### src/rtl/alu_serial_ctrl.sv
// alu_serial_ctrl: bit-serial sequencer for a single external 1-bit ALU slice.
// Accepts a WIDTH-bit operation through start/busy/done and walks the slice
// from bit 0 to bit WIDTH-1. The carry is chained through a register and result
// bits are collected. Flags and the SLT result are resolved on the MSB pass.
// The slice_* drive is registered and precomputed from next-state values, so
// the slice always sees the operand bits for the index being processed.

module alu_serial_ctrl #(
    parameter int WIDTH = 32,
    parameter int IDXW  = 5
) (
    input  logic             clk,
    input  logic             reset,
    input  logic             start,
    input  logic [2:0]       op,
    input  logic [WIDTH-1:0] a,
    input  logic [WIDTH-1:0] b,
    output logic             busy,
    output logic             done,
    output logic [WIDTH-1:0] result,
    output logic             cout,
    output logic             overflow,
    output logic             zero,
    output logic             slice_a,
    output logic             slice_b,
    output logic             slice_cin,
    output logic             slice_less,
    output logic [2:0]       slice_op,
    input  logic             slice_result,
    input  logic             slice_cout,
    input  logic             slice_set
);

    typedef enum logic [1:0] {
        ST_IDLE = 2'd0,
        ST_RUN  = 2'd1,
        ST_DONE = 2'd2
    } state_t;

    localparam logic [IDXW-1:0] LAST_IDX = IDXW'(WIDTH - 1);
    localparam logic [2:0]      OP_ADD   = 3'b010;
    localparam logic [2:0]      OP_SUB   = 3'b110;
    localparam logic [2:0]      OP_SLT   = 3'b111;

    // Only the adder-based ops report carry and overflow.
    function automatic logic is_arith(input logic [2:0] o);
        return (o == OP_ADD) || (o == OP_SUB) || (o == OP_SLT);
    endfunction

    state_t           state_q, state_d;
    logic [WIDTH-1:0] a_q, a_d;
    logic [WIDTH-1:0] b_q, b_d;
    logic [2:0]       op_q, op_d;
    logic [IDXW-1:0]  idx_q, idx_d;
    logic             carry_q, carry_d;
    logic [WIDTH-1:0] acc_q, acc_d;
    logic [WIDTH-1:0] result_q, result_d;
    logic             cout_q, cout_d;
    logic             overflow_q, overflow_d;
    logic             zero_q, zero_d;
    logic             busy_q, busy_d;
    logic             done_q, done_d;
    logic             slice_a_q, slice_a_d;
    logic             slice_b_q, slice_b_d;
    logic             slice_cin_q, slice_cin_d;
    logic [2:0]       slice_op_q, slice_op_d;

    logic             accept_s;
    logic             ovf_s;
    logic             cout_s;
    logic [WIDTH-1:0] full_s;

    // Next-state, datapath collection and registered-output computation.
    always_comb begin
        state_d    = state_q;
        a_d        = a_q;
        b_d        = b_q;
        op_d       = op_q;
        idx_d      = idx_q;
        carry_d    = carry_q;
        acc_d      = acc_q;
        result_d   = result_q;
        cout_d     = cout_q;
        overflow_d = overflow_q;
        zero_d     = zero_q;
        ovf_s      = 1'b0;
        cout_s     = 1'b0;
        full_s     = acc_q;
        // start is only honoured while not busy; there is no queueing.
        accept_s   = start && (state_q != ST_RUN);

        case (state_q)
            ST_IDLE, ST_DONE: begin
                if (accept_s) begin
                    a_d     = a;
                    b_d     = b;
                    op_d    = op;
                    idx_d   = '0;
                    carry_d = op[2];
                    state_d = ST_RUN;
                end else begin
                    state_d = ST_IDLE;
                end
            end
            ST_RUN: begin
                acc_d[idx_q] = slice_result;
                carry_d      = slice_cout;
                idx_d        = idx_q + IDXW'(1);
                if (idx_q == LAST_IDX) begin
                    full_s[WIDTH-1] = slice_result;
                    if (is_arith(op_q)) begin
                        cout_s = slice_cout;
                        // carry into the MSB is still held in carry_q here
                        ovf_s  = carry_q ^ slice_cout;
                    end else begin
                        cout_s = 1'b0;
                        ovf_s  = 1'b0;
                    end
                    if (op_q == OP_SLT) begin
                        full_s    = '0;
                        full_s[0] = slice_set ^ ovf_s;
                    end else begin
                        full_s = full_s;
                    end
                    result_d   = full_s;
                    cout_d     = cout_s;
                    overflow_d = ovf_s;
                    zero_d     = (full_s == '0);
                    idx_d      = '0;
                    state_d    = ST_DONE;
                end else begin
                    state_d = ST_RUN;
                end
            end
            default: begin
                state_d = ST_IDLE;
            end
        endcase

        busy_d = (state_d == ST_RUN);
        done_d = (state_d == ST_DONE);

        if (state_d == ST_RUN) begin
            slice_a_d   = a_d[idx_d];
            slice_b_d   = b_d[idx_d];
            slice_cin_d = carry_d;
            slice_op_d  = op_d;
        end else begin
            slice_a_d   = 1'b0;
            slice_b_d   = 1'b0;
            slice_cin_d = 1'b0;
            slice_op_d  = 3'b000;
        end
    end

    // State and output registers with asynchronous reset.
    always_ff @(posedge clk or posedge reset) begin
        if (reset) begin
            state_q     <= ST_IDLE;
            a_q         <= '0;
            b_q         <= '0;
            op_q        <= 3'b000;
            idx_q       <= '0;
            carry_q     <= 1'b0;
            acc_q       <= '0;
            result_q    <= '0;
            cout_q      <= 1'b0;
            overflow_q  <= 1'b0;
            zero_q      <= 1'b1;
            busy_q      <= 1'b0;
            done_q      <= 1'b0;
            slice_a_q   <= 1'b0;
            slice_b_q   <= 1'b0;
            slice_cin_q <= 1'b0;
            slice_op_q  <= 3'b000;
        end else begin
            state_q     <= state_d;
            a_q         <= a_d;
            b_q         <= b_d;
            op_q        <= op_d;
            idx_q       <= idx_d;
            carry_q     <= carry_d;
            acc_q       <= acc_d;
            result_q    <= result_d;
            cout_q      <= cout_d;
            overflow_q  <= overflow_d;
            zero_q      <= zero_d;
            busy_q      <= busy_d;
            done_q      <= done_d;
            slice_a_q   <= slice_a_d;
            slice_b_q   <= slice_b_d;
            slice_cin_q <= slice_cin_d;
            slice_op_q  <= slice_op_d;
        end
    end

    assign busy       = busy_q;
    assign done       = done_q;
    assign result     = result_q;
    assign cout       = cout_q;
    assign overflow   = overflow_q;
    assign zero       = zero_q;
    assign slice_a    = slice_a_q;
    assign slice_b    = slice_b_q;
    assign slice_cin  = slice_cin_q;
    assign slice_less = 1'b0;
    assign slice_op   = slice_op_q;

endmodule

### config.mk
export PLATFORM = sky130hd
export DESIGN_NAME = alu_serial_ctrl
export DESIGN_NICKNAME = d
export VERILOG_FILES = /design/src/rtl/alu_serial_ctrl.sv
export SDC_FILE = /design/constraint.sdc
export NUM_CORES = 1
export LEC_CHECK = 0
export ABC_AREA = 1
export CAP_MARGIN = 10
export CORE_MARGIN = 4
export CORE_UTILIZATION = 50
export CTS_CLUSTER_SIZE = 28
export DETAILED_ROUTE_END_ITERATION = 10
export PLACE_DENSITY = 0.84
export SKIP_LAST_GASP = 1
export SLEW_MARGIN = 10
export SYNTH_ARGS = -nofsm -noshare
export SYNTH_HDL_FRONTEND = slang
export SYNTH_SLANG_ARGS = --single-unit
### constraint.sdc
create_clock -name clk -period 7.34 [get_ports clk]
set_input_delay 2.202 -clock clk [delete_from_list [all_inputs] [get_ports clk]]
set_output_delay 2.202 -clock clk [all_outputs]
set_load 0.005 [all_outputs]
==> key figures, run 1 <==
Critical path
  • Kind of critical path: in2reg
  • Reg2reg end: slice_a
  • Flop-to-flop setup slack: 4310 ps
  • Critical Path AT: 5090 ps
  • Required @ worst endpoint: 7690 ps
  • Crit start category: primary input
  • Reg2Reg Depth: 12
  • Critical R2R Launch: state_q[0]
  • CP endpoint kind: register
  • CP max FO: 69

Logic synthesis
  • Synth Flop Type: dfrtp_1
  • Commonest cells in the netlist: nand2_1, dfrtp_1, nand3_1, o21ai_0, a21oi_1
  • Ranking of synthesized cells by area: dfrtp_1, nand2_1, nand3_1
  • Synthesized netlist cell count: 791
  • Mapped Area: 6678 um2
  • Sequential area share after synthesis: 0.5586
  • Post-synth net total: 869
  • Avg Cell Area, Syn: 8.442 um2
  • Yosys reg bits: 149
  • Count leader, synth: nand2_1
  • Synth area leader: dfrtp_1
  • Fraction of registers with async set/reset: 1.000
  • Synth cell types: 29
  • Yosys warnings: 0
  • EDFF count, synth: 0
  • Share of Yosys cell area claimed by the top area cell type: 0.5546

Cells and area
  • # fillers: 1,018
  • Seq. cell area: 3730 um2
  • Diodes inserted: 0
  • Multi-input gate area: 2608 um2
  • Fraction of layout cells with a size suffix above 1: 0.05791
  • Layout net count: 963
  • Synth-to-layout area growth: 26.79%

CTS
  • Post-CTS setup buffers: 0
  • CTS tree: yes
  • Skew-Pair Late Insertion Delay: 420 ps
  • H-tree Lvls: 4
  • CTS Buf Count: 17
  • Clock buffer depth: 2
  • Resized Gates After CTS: 0
  • Root buf cell: clkbuf_16
  • Clock-pin transition on the worst setup and hold timing paths: 60 ps
  • Hold_buf cts: 0
  • Clock Sinks: 149

Floorplanning
  • CORE AREA: 12,820 um2
  • Die H: 123.6 um
  • IO Pins: 117
  • Initial Util: 0.5207
  • Die W: 123.6 um
  • Die area: 15,270 um2
  • Placement row count: 41

Routing
  • Detailed Route WL: 16,290 um
  • DRC Markers: 0
  • Per-cell routed wire length: 15.22 um
  • Post-DR vias/cell: 5.364
  • DR vias: 5,740
  • Routed Antenna Nets: 0
  • Drt first pass iters: 7
  • Initial drt markers: 492

Placed design
  • Detailed Place HPWL: 11,050 um
  • Routability Congestion: 0.8604
  • PortBufs: 115

Power and ir drop
  • Leakage: 4.091 nW
  • Power Density: 469.5 nW/um2
  • Net Sw Frac: 0.3898
  • Clock group share of total power: 0.222
  • Pint: 0.002425 W
  • VDD IR max: 0.2176 mV
  • Sequential Power Share: 0.351
  • Switching pwr: 0.001550 W
  • Combinational Power Share: 0.427

STA
  • Layout Skew: 8.411 ps
  • Final Slew Violations: 0
  • Slew @ Worst Pin: 982.0 ps
  • Tcrit/Tclk final: 0.6455
  • Crit path time final: 4738 ps
  • Worst slew margin: 0.3429
  • Fmax: 211.1 MHz
  • Final Hold Fails: 0
  • Hold WS: 475.8 ps
  • Final setup fails: 0
  • Setup TNS: 0 ps
  • Unrepaired setup endpoints after global routing: no

Worst hold path
  • Hold_sp: zero
  • Hold WC Path Type: reg2reg
  • Worst hold stages: 2
  • WHS Endpoint: zero

Global routing
  • Global route overflow: 0
  • Initial antenna violation count: 0
  • Largest net degree at the start of global routing: 99
  • Tot GR Track Use: 0.2263
  • First-pass GRT wire length: 26,740 um
  • Vias in the first global route: 5,418

Run status
  • Outcome: complete, no violations

Job
  • Maximum Capacitance Violations: 0
-- worst max path at each step --
stage | startpoint | to | slack [ps] | cells after the start
global placement | start | slice_a | 2340 | 12
detailed placement | start | slice_a | 2200 | 12
floorplan | reset | a_q[0] | 1130 | 1
global route | start | slice_a | 2300 | 12
CTS | start | slice_a | 2660 | 12
finish | start | slice_a | 2600 | 12
-- power by group through the flow --
stage	registers [W]	logic [W]	clock network [W]
2_1_floorplan	0.00136	0.00115	0
3_3_place_gp	0.00139	0.00162	0
3_5_place_dp	0.00140	0.00167	0
4_1_cts	0.00139	0.00169	0.000891
5_1_grt	0.00144	0.00190	0.000936
6_report	0.00139	0.00170	0.000883
-- layout make-up --
type,instances,area share
multi-input combinational,569,0.3080
timing repair buffer,119,0.1404
sequential,149,0.4405
clock inverter,11,0.01759
inverter,29,0.01374
tap,172,0.02542
clock buffer,21,0.05438
-- critical path, stage by stage --
cell             delay (ps)
clkdlybuf4s50_1         550
nand2_4                 620
nand3_4                 460
nand2_2                 590
nand2_1                 110
nand3_1                 120
nand3_1                  80
nand3_1                  80
nand2_1                  60
nand2_1                  50
nand2_1                  50
nor2_1                   80
-- placed cells by master, fill, tap and decap left out --
master           instances
a21oi_1                 35
a31oi_1                 28
buf_4                    3
buf_8                    1
bufinv_16                3
clkbuf_1                 2
clkbuf_16               17
clkbuf_8                 2
clkdlybuf4s50_1        115
clkinv_2                 2
clkinv_4                 2
clkinvlp_4               3
conb_1                   1
dfrtp_1                148
dfstp_2                  1
ha_1                     5
inv_1                   25
inv_2                    2
inv_4                    1
inv_6                    2
nand2_1                307
nand2_2                  2
nand2_4                  3
nand3_1                 99
nand3_4                  1
nand4_1                  8
nor2_1                  21
nor2_2                   2
nor2_4                   3
nor3_1                   9
nor4_1                   3
o21ai_0                 37
o21ai_2                  1
o22ai_4                  1
xor2_1                   3
-- per-stage QoR --
step / setup slack (ps) / util / area (um2) / instances / power (W)
after detailed placement: 2203 / 0.6115 / 7843 / 1037 / 0.003074
after CTS: 2658 / 0.6590 / 8452 / 1069 / 0.003974
after floorplan: 1132 / - / 6678 / 791 / 0.002512
after global routing: 2299 / 0.6602 / 8467 / 1070 / 0.004274
after global placement: 2341 / 0.6115 / 7843 / 1037 / 0.003010
final: 2602 / 0.6602 / 8467 / 1070 / 0.003975
-- cell families after synthesis --
logic type,count (synthesis),share of synthesized area
xor+xnor,3,0.003936
compound gates,102,0.08451
flops,149,0.5586
other cells,1,0.0005616
simple gates,458,0.2921
buf+inv,73,0.05096
fa+ha+maj,5,0.009369
-- metal layers --
metal	vias to the layer above	wire, um	global-route usage
met5	-	0	0
met4	0	328	0.07751
met3	26	1149	0.06587
met2	247	7324	0.3327
met1	2675	7487	0.3228
li1	2792	-	-
-- state kept, by name (all words and copies together) (netlist names) --
signal and cells:
cout 1, a_q 32, slice_b 1, busy 1
overflow 1, op_q 3, slice_op 3, zero 1
acc_q 31, state_q 2, done 1, idx_q 5
carry_q 1, slice_a 1, slice_cin 1, result 32
b_q 32
No activity file was read; power rests on OpenSTA's default activity.
==> inputs of run 2 (changes only) <==
- clock period: 7.34 -> 4.5 ns (I/O delays scaled with it)
==> key figures, run 2 (synthesized netlist as in run 1, its figures left out) <==
Cells and area
  • Commonest non-fill, non-tap cell in the layout: nand2_1
  • Commonest non-fill, non-tap cells in the layout: nand2_1, dfrtp_1, clkdlybuf4s50_1
  • Fraction of layout cells with a size suffix above 1: 0.06111
  • Seq. cell area: 3730 um2
  • Synth-to-layout area growth: 27.47%
  • # fillers: 988
  • Diodes inserted: 0
  • Final design instance area without fill: 8512 um2
  • Layout net count: 967
  • Multi-input gate area: 2613 um2

Routing
  • Detailed Route WL: 16,440 um
  • DRC Markers: 0
  • DR vias: 5,794
  • Post-DR vias/cell: 5.405
  • Routed Antenna Nets: 0
  • Initial drt markers: 519
  • Per-cell routed wire length: 15.34 um
  • Drt first pass iters: 5

CTS
  • Hold_buf cts: 0
  • Resized Gates After CTS: 0
  • Skew-Pair Late Insertion Delay: 430 ps
  • Clock-pin transition on the worst setup and hold timing paths: 60 ps
  • Root buf cell: clkbuf_16
  • H-tree Lvls: 4
  • CTS Buf Count: 17
  • Clock buffer depth: 2
  • Post-CTS setup buffers: 0
  • CTS tree: yes
  • Clock Sinks: 149

STA
  • Crit path time final: 3211 ps
  • Final Slew Violations: 0
  • Slew @ Worst Pin: 965.8 ps
  • Tcrit/Tclk final: 0.7135
  • Final worst setup slack: 1289 ps
  • Worst slew margin: 0.3512
  • Final setup fails: 0
  • Fmax: 311.4 MHz
  • Setup TNS: 0 ps
  • Unrepaired setup endpoints after global routing: no
  • Final Hold Fails: 0
  • Layout Skew: 7.022 ps

Power and ir drop
  • Leakage: 4.119 nW
  • Net Sw Frac: 0.3869
  • VDD IR max: 0.4146 mV
  • Pint: 0.003994 W
  • Sequential Power Share: 0.350
  • Clock group share of total power: 0.223
  • Power Density: 765.4 nW/um2
  • Switching pwr: 0.002521 W
  • Combinational Power Share: 0.426

Placed design
  • Area post-placement: 7904 um2
  • Detailed Place HPWL: 11,270 um
  • Dpl ws: 838.1 ps
  • PortBufs: 115
  • Routability Congestion: 0.8640

Critical path
  • Critical R2R Launch: idx_q[0]
  • Kind of critical path: in2reg
  • Crit start category: primary input
  • CP max FO: 36
  • Flop-to-flop setup slack: 1500 ps
  • Crit path to: slice_b
  • Slowest CP cell: clkdlybuf4s50_1
  • Most used cell, CP: nand2_1
  • CP endpoint kind: register
  • Worst path cell trace: clkdlybuf4s50_1 > nand2_4 > buf_4 > nand2_1 > nand2_1 > nand3_1 > nand3_1 > nand3_1 > nand3_1 > nand2_1 > nand2_1 > nand2_1 > nor2_1
  • Largest stage delay, worst path: 570 ps
  • Reg2reg end: slice_a
  • Cell family with the largest share of critical-path delay: simple AND/OR/NAND/NOR gates
  • Critical Path AT: 3570 ps
  • Critical path origin: start
  • Critical path buffer and inverter count: 2
  • CP Depth: 13
  • Reg2Reg Depth: 15
  • Required @ worst endpoint: 4860 ps

Floorplanning
  • Initial Util: 0.5207
  • CORE AREA: 12,820 um2
  • IO Pins: 117
  • Placement row count: 41
  • Die H: 123.6 um
  • Die W: 123.6 um
  • Die area: 15,270 um2

Global routing
  • Vias in the first global route: 5,349
  • Initial antenna violation count: 0
  • Global route overflow: 0
  • Tot GR Track Use: 0.2251
  • First-pass GRT wire length: 26,590 um
  • Largest net degree at the start of global routing: 71

Worst hold path
  • Hold WC Path Type: reg2reg

Run status
  • Outcome: complete, no violations

Job
  • Maximum Capacitance Violations: 0
## run 2: cell count changes in the layout (fill, tap and decap cells not counted), moves of 2 or more
cell / change
inv_6: -2
buf_4: +3
clkinv_2: +2
buf_12: +2
## run 2: tightest hold or removal path, stage by stage (launching register included)
cell and delay [ps]:
dfrtp_1 320, nand2_1 50, nand2_1 70
## run 2: power by group through the flow
stage / clock network, W / registers, W / logic [W]
2_1_floorplan: 0 / 0.00222 / 0.00187
3_3_place_gp: 0 / 0.00226 / 0.00268
3_5_place_dp: 0 / 0.00228 / 0.00274
4_1_cts: 0.00146 / 0.00228 / 0.00277
5_1_grt: 0.00153 / 0.00234 / 0.00311
6_report: 0.00146 / 0.00228 / 0.00278
## run 2: worst min-delay path by stage
stage               depth (start not counted)  slack, ps  endpoint  startpoint
global placement                            2        450    a_q[0]      a_q[0]
finish                                      2        470    a_q[0]      a_q[0]
floorplan                                   2        440    a_q[0]      a_q[0]
CTS                                         2        470   b_q[18]     b_q[18]
detailed placement                          2        460   b_q[18]     b_q[18]
global route                                2        490    b_q[8]      b_q[8]
## run 2: area by class of cell
class                   instances  share of cell area
inverters                      29             0.01352
flip-flops and latches        149              0.4382
multi-input cells             569              0.3069
repair buffers                123              0.1452
clock inverters                10             0.01837
clock buffers                  20             0.05248
well taps                     172             0.02528
## run 2: metrics by stage
| stage | power [W] | util | hold WS [ps] | cells |
|---|---|---|---|---|
| 6_report | 0.006515 | 0.6637 | 469.0 | 1072 |
| 4_1_cts | 0.006509 | 0.6633 | 470.3 | 1072 |
| 3_3_place_gp | 0.004939 | 0.6163 | 451.1 | 1042 |
| 5_1_grt | 0.006980 | 0.6637 | 492.8 | 1072 |
| 3_5_place_dp | 0.005017 | 0.6163 | 457.6 | 1042 |
| 2_1_floorplan | 0.004098 | - | 437.7 | 791 |
## run 2: per-layer routing
metal,part of all wire,global-route usage,vias to the layer above
met4,0.022,0.07543,0
met3,0.062,0.04986,28
met5,0,0,-
met1,0.47,0.3237,2733
li1,-,-,2804
met2,0.45,0.3405,229
==> inputs of run 3 (changes only) <==
- CORE_UTILIZATION: 50 -> 48
- PLACE_DENSITY: 0.84 -> 0.85
- clock period: 4.5 -> 2.7 ns (I/O delays scaled with it)
==> key figures, run 3 (synthesized netlist as in run 1, its figures left out) <==
Run status
  • Outcome: complete, no violations

Routing
  • Post-DR vias/cell: 5.389
  • Routed Antenna Nets: 0
  • DR vias: 5,917
  • Per-cell routed wire length: 15.53 um
  • DRC Markers: 0
  • Drt first pass iters: 6
  • Detailed Route WL: 17,050 um
  • Initial drt markers: 493

Placed design
  • PortBufs: 115
  • Routability Congestion: 0.8506
  • Detailed Place HPWL: 11,420 um
  • Dpl cells: 1,066

Global routing
  • Initial antenna violation count: 0
  • First-pass GRT wire length: 28,770 um
  • Tot GR Track Use: 0.2238
  • Vias in the first global route: 5,728
  • Largest net degree at the start of global routing: 119
  • Global route overflow: 0

CTS
  • H-tree Lvls: 4
  • Post-CTS setup buffers: 0
  • Clock-pin transition on the worst setup and hold timing paths: 60 ps
  • Clock Sinks: 149
  • CTS Buf Count: 17
  • Hold_buf cts: 0
  • Clock buffer depth: 2
  • Resized Gates After CTS: 0
  • Skew-Pair Late Insertion Delay: 420 ps
  • CTS tree: yes
  • Root buf cell: clkbuf_16

STA
  • Layout Skew: 7.356 ps
  • Unrepaired setup endpoints after global routing: no
  • Worst slew margin: 0.3900
  • Slew @ Worst Pin: 908.0 ps
  • Crit path time final: 2383 ps
  • Final setup fails: 0
  • Final Hold Fails: 0
  • Tcrit/Tclk final: 0.8827
  • Fmax: 419.6 MHz
  • Final Slew Violations: 0

Job
  • Maximum Capacitance Violations: 0

Cells and area
  • Commonest non-fill, non-tap cell in the layout: nand2_1
  • Layout net count: 987
  • Fraction of layout cells with a size suffix above 1: 0.08134
  • Synth-to-layout area growth: 29.85%
  • Commonest non-fill, non-tap cells in the layout: nand2_1, dfrtp_1, clkdlybuf4s50_1
  • Diodes inserted: 0
  • Non-Filler Instances: 1,098

Floorplanning
  • Die W: 126.0 um
  • Die area: 15,860 um2
  • Placement row count: 42
  • Die H: 126.0 um
  • IO Pins: 117
  • CORE AREA: 13,450 um2
  • Initial Util: 0.4964

Critical path
  • Kind of critical path: reg2reg
  • CP max FO: 8
  • Critical Path AT: 2690 ps
  • Required @ worst endpoint: 3000 ps
  • Slowest CP cell: dfrtp_1
  • Crit start category: register
  • Most used cell, CP: nor2_1
  • Worst path cell trace: ha_1 > nand2_1 > nor2_1 > ha_1 > nor2_2 > nand2_1 > nor2_1 > nor2_4 > buf_4 > nand3_1 > nand3_1 > a21oi_1 > nor2_1
  • CP endpoint kind: register
  • Largest stage delay, worst path: 470 ps

Power and ir drop
  • Clock group share of total power: 0.215
  • Leakage: 4.212 nW
  • Combinational Power Share: 0.446
  • Sequential Power Share: 0.340
  • Power Density: 1290 nW/um2
  • Net Sw Frac: 0.3897
  • Total Power: 0.01118 W
  • VDD IR max: 0.6392 mV
  • Switching pwr: 0.004358 W
  • Pint: 0.006824 W

Worst hold path
  • Hold WC Path Type: reg2reg
-- run 3: routing by layer --
| metal | part of all wire | wire length, um | up-vias | global-route usage |
|---|---|---|---|---|
| met1 | 0.43 | 7316 | 2766 | 0.3119 |
| met3 | 0.078 | 1323 | 33 | 0.05758 |
| li1 | - | - | 2846 | - |
| met4 | 0.021 | 351 | 0 | 0.07508 |
| met5 | 0 | 0 | - | 0 |
| met2 | 0.47 | 8061 | 272 | 0.3449 |
-- run 3: power by group through the flow --
| stage | Clock, W | Combinational (W) | Sequential [W] |
|---|---|---|---|
| global route | 0.00252 | 0.00555 | 0.00393 |
| finish | 0.00240 | 0.00498 | 0.00380 |
| floorplan | 0 | 0.00312 | 0.00371 |
| CTS | 0.00242 | 0.00496 | 0.00380 |
| detailed placement | 0 | 0.00488 | 0.00380 |
| global placement | 0 | 0.00476 | 0.00378 |
-- run 3: layout make-up --
| class | instances | area, um2 |
|---|---|---|
| clock buffer | 23 | 467.9 |
| clock inverter | 9 | 128.9 |
| fill | 1076 | 4782 |
| inverter | 29 | 115.1 |
| multi-input combinational | 569 | 2610 |
| sequential | 149 | 3730 |
| tap | 176 | 220.2 |
| timing repair buffer | 143 | 1399 |
-- run 3: path summary, 6_finish.rpt --
kind / cells after the start / slack [ps] / end / startpoint
max: 13 / 320 / slice_b / idx_q[0]
min: 2 / 470 / zero / zero
max reg2reg: 13 / 320 / slice_b / idx_q[0]
min reg2reg: 2 / 470 / zero / zero
max in group asynchronous: 3 / 1300 / a_q[18] / reset
min in group asynchronous: 2 / 620 / overflow / reset
-- run 3: through the flow --
step | setup TNS, ps | instance area (um2) | hold slack, ps | utilization | setup slack, ps
6_report | 0 | 8671 | 469.5 | 0.6445 | 316.7
5_1_grt | 0 | 8671 | 487.5 | 0.6445 | 143.4
4_1_cts | 0 | 8671 | 467.8 | 0.6445 | 343.7
3_5_place_dp | -3.705 | 8074 | 457.5 | 0.6002 | -3.705
3_3_place_gp | 0 | 8074 | 451.6 | 0.6002 | 65.93
2_1_floorplan | 0 | 6681 | 437.7 | - | 15.84
-- run 3: worst max-delay path, delay by kind of cell (launching register included) --
family / cells / cell delay, ps
fa+ha+maj: 2 / 500
flops: 1 / 470
simple gates: 9 / 910
buf+inv: 1 / 170
compound gates: 1 / 230
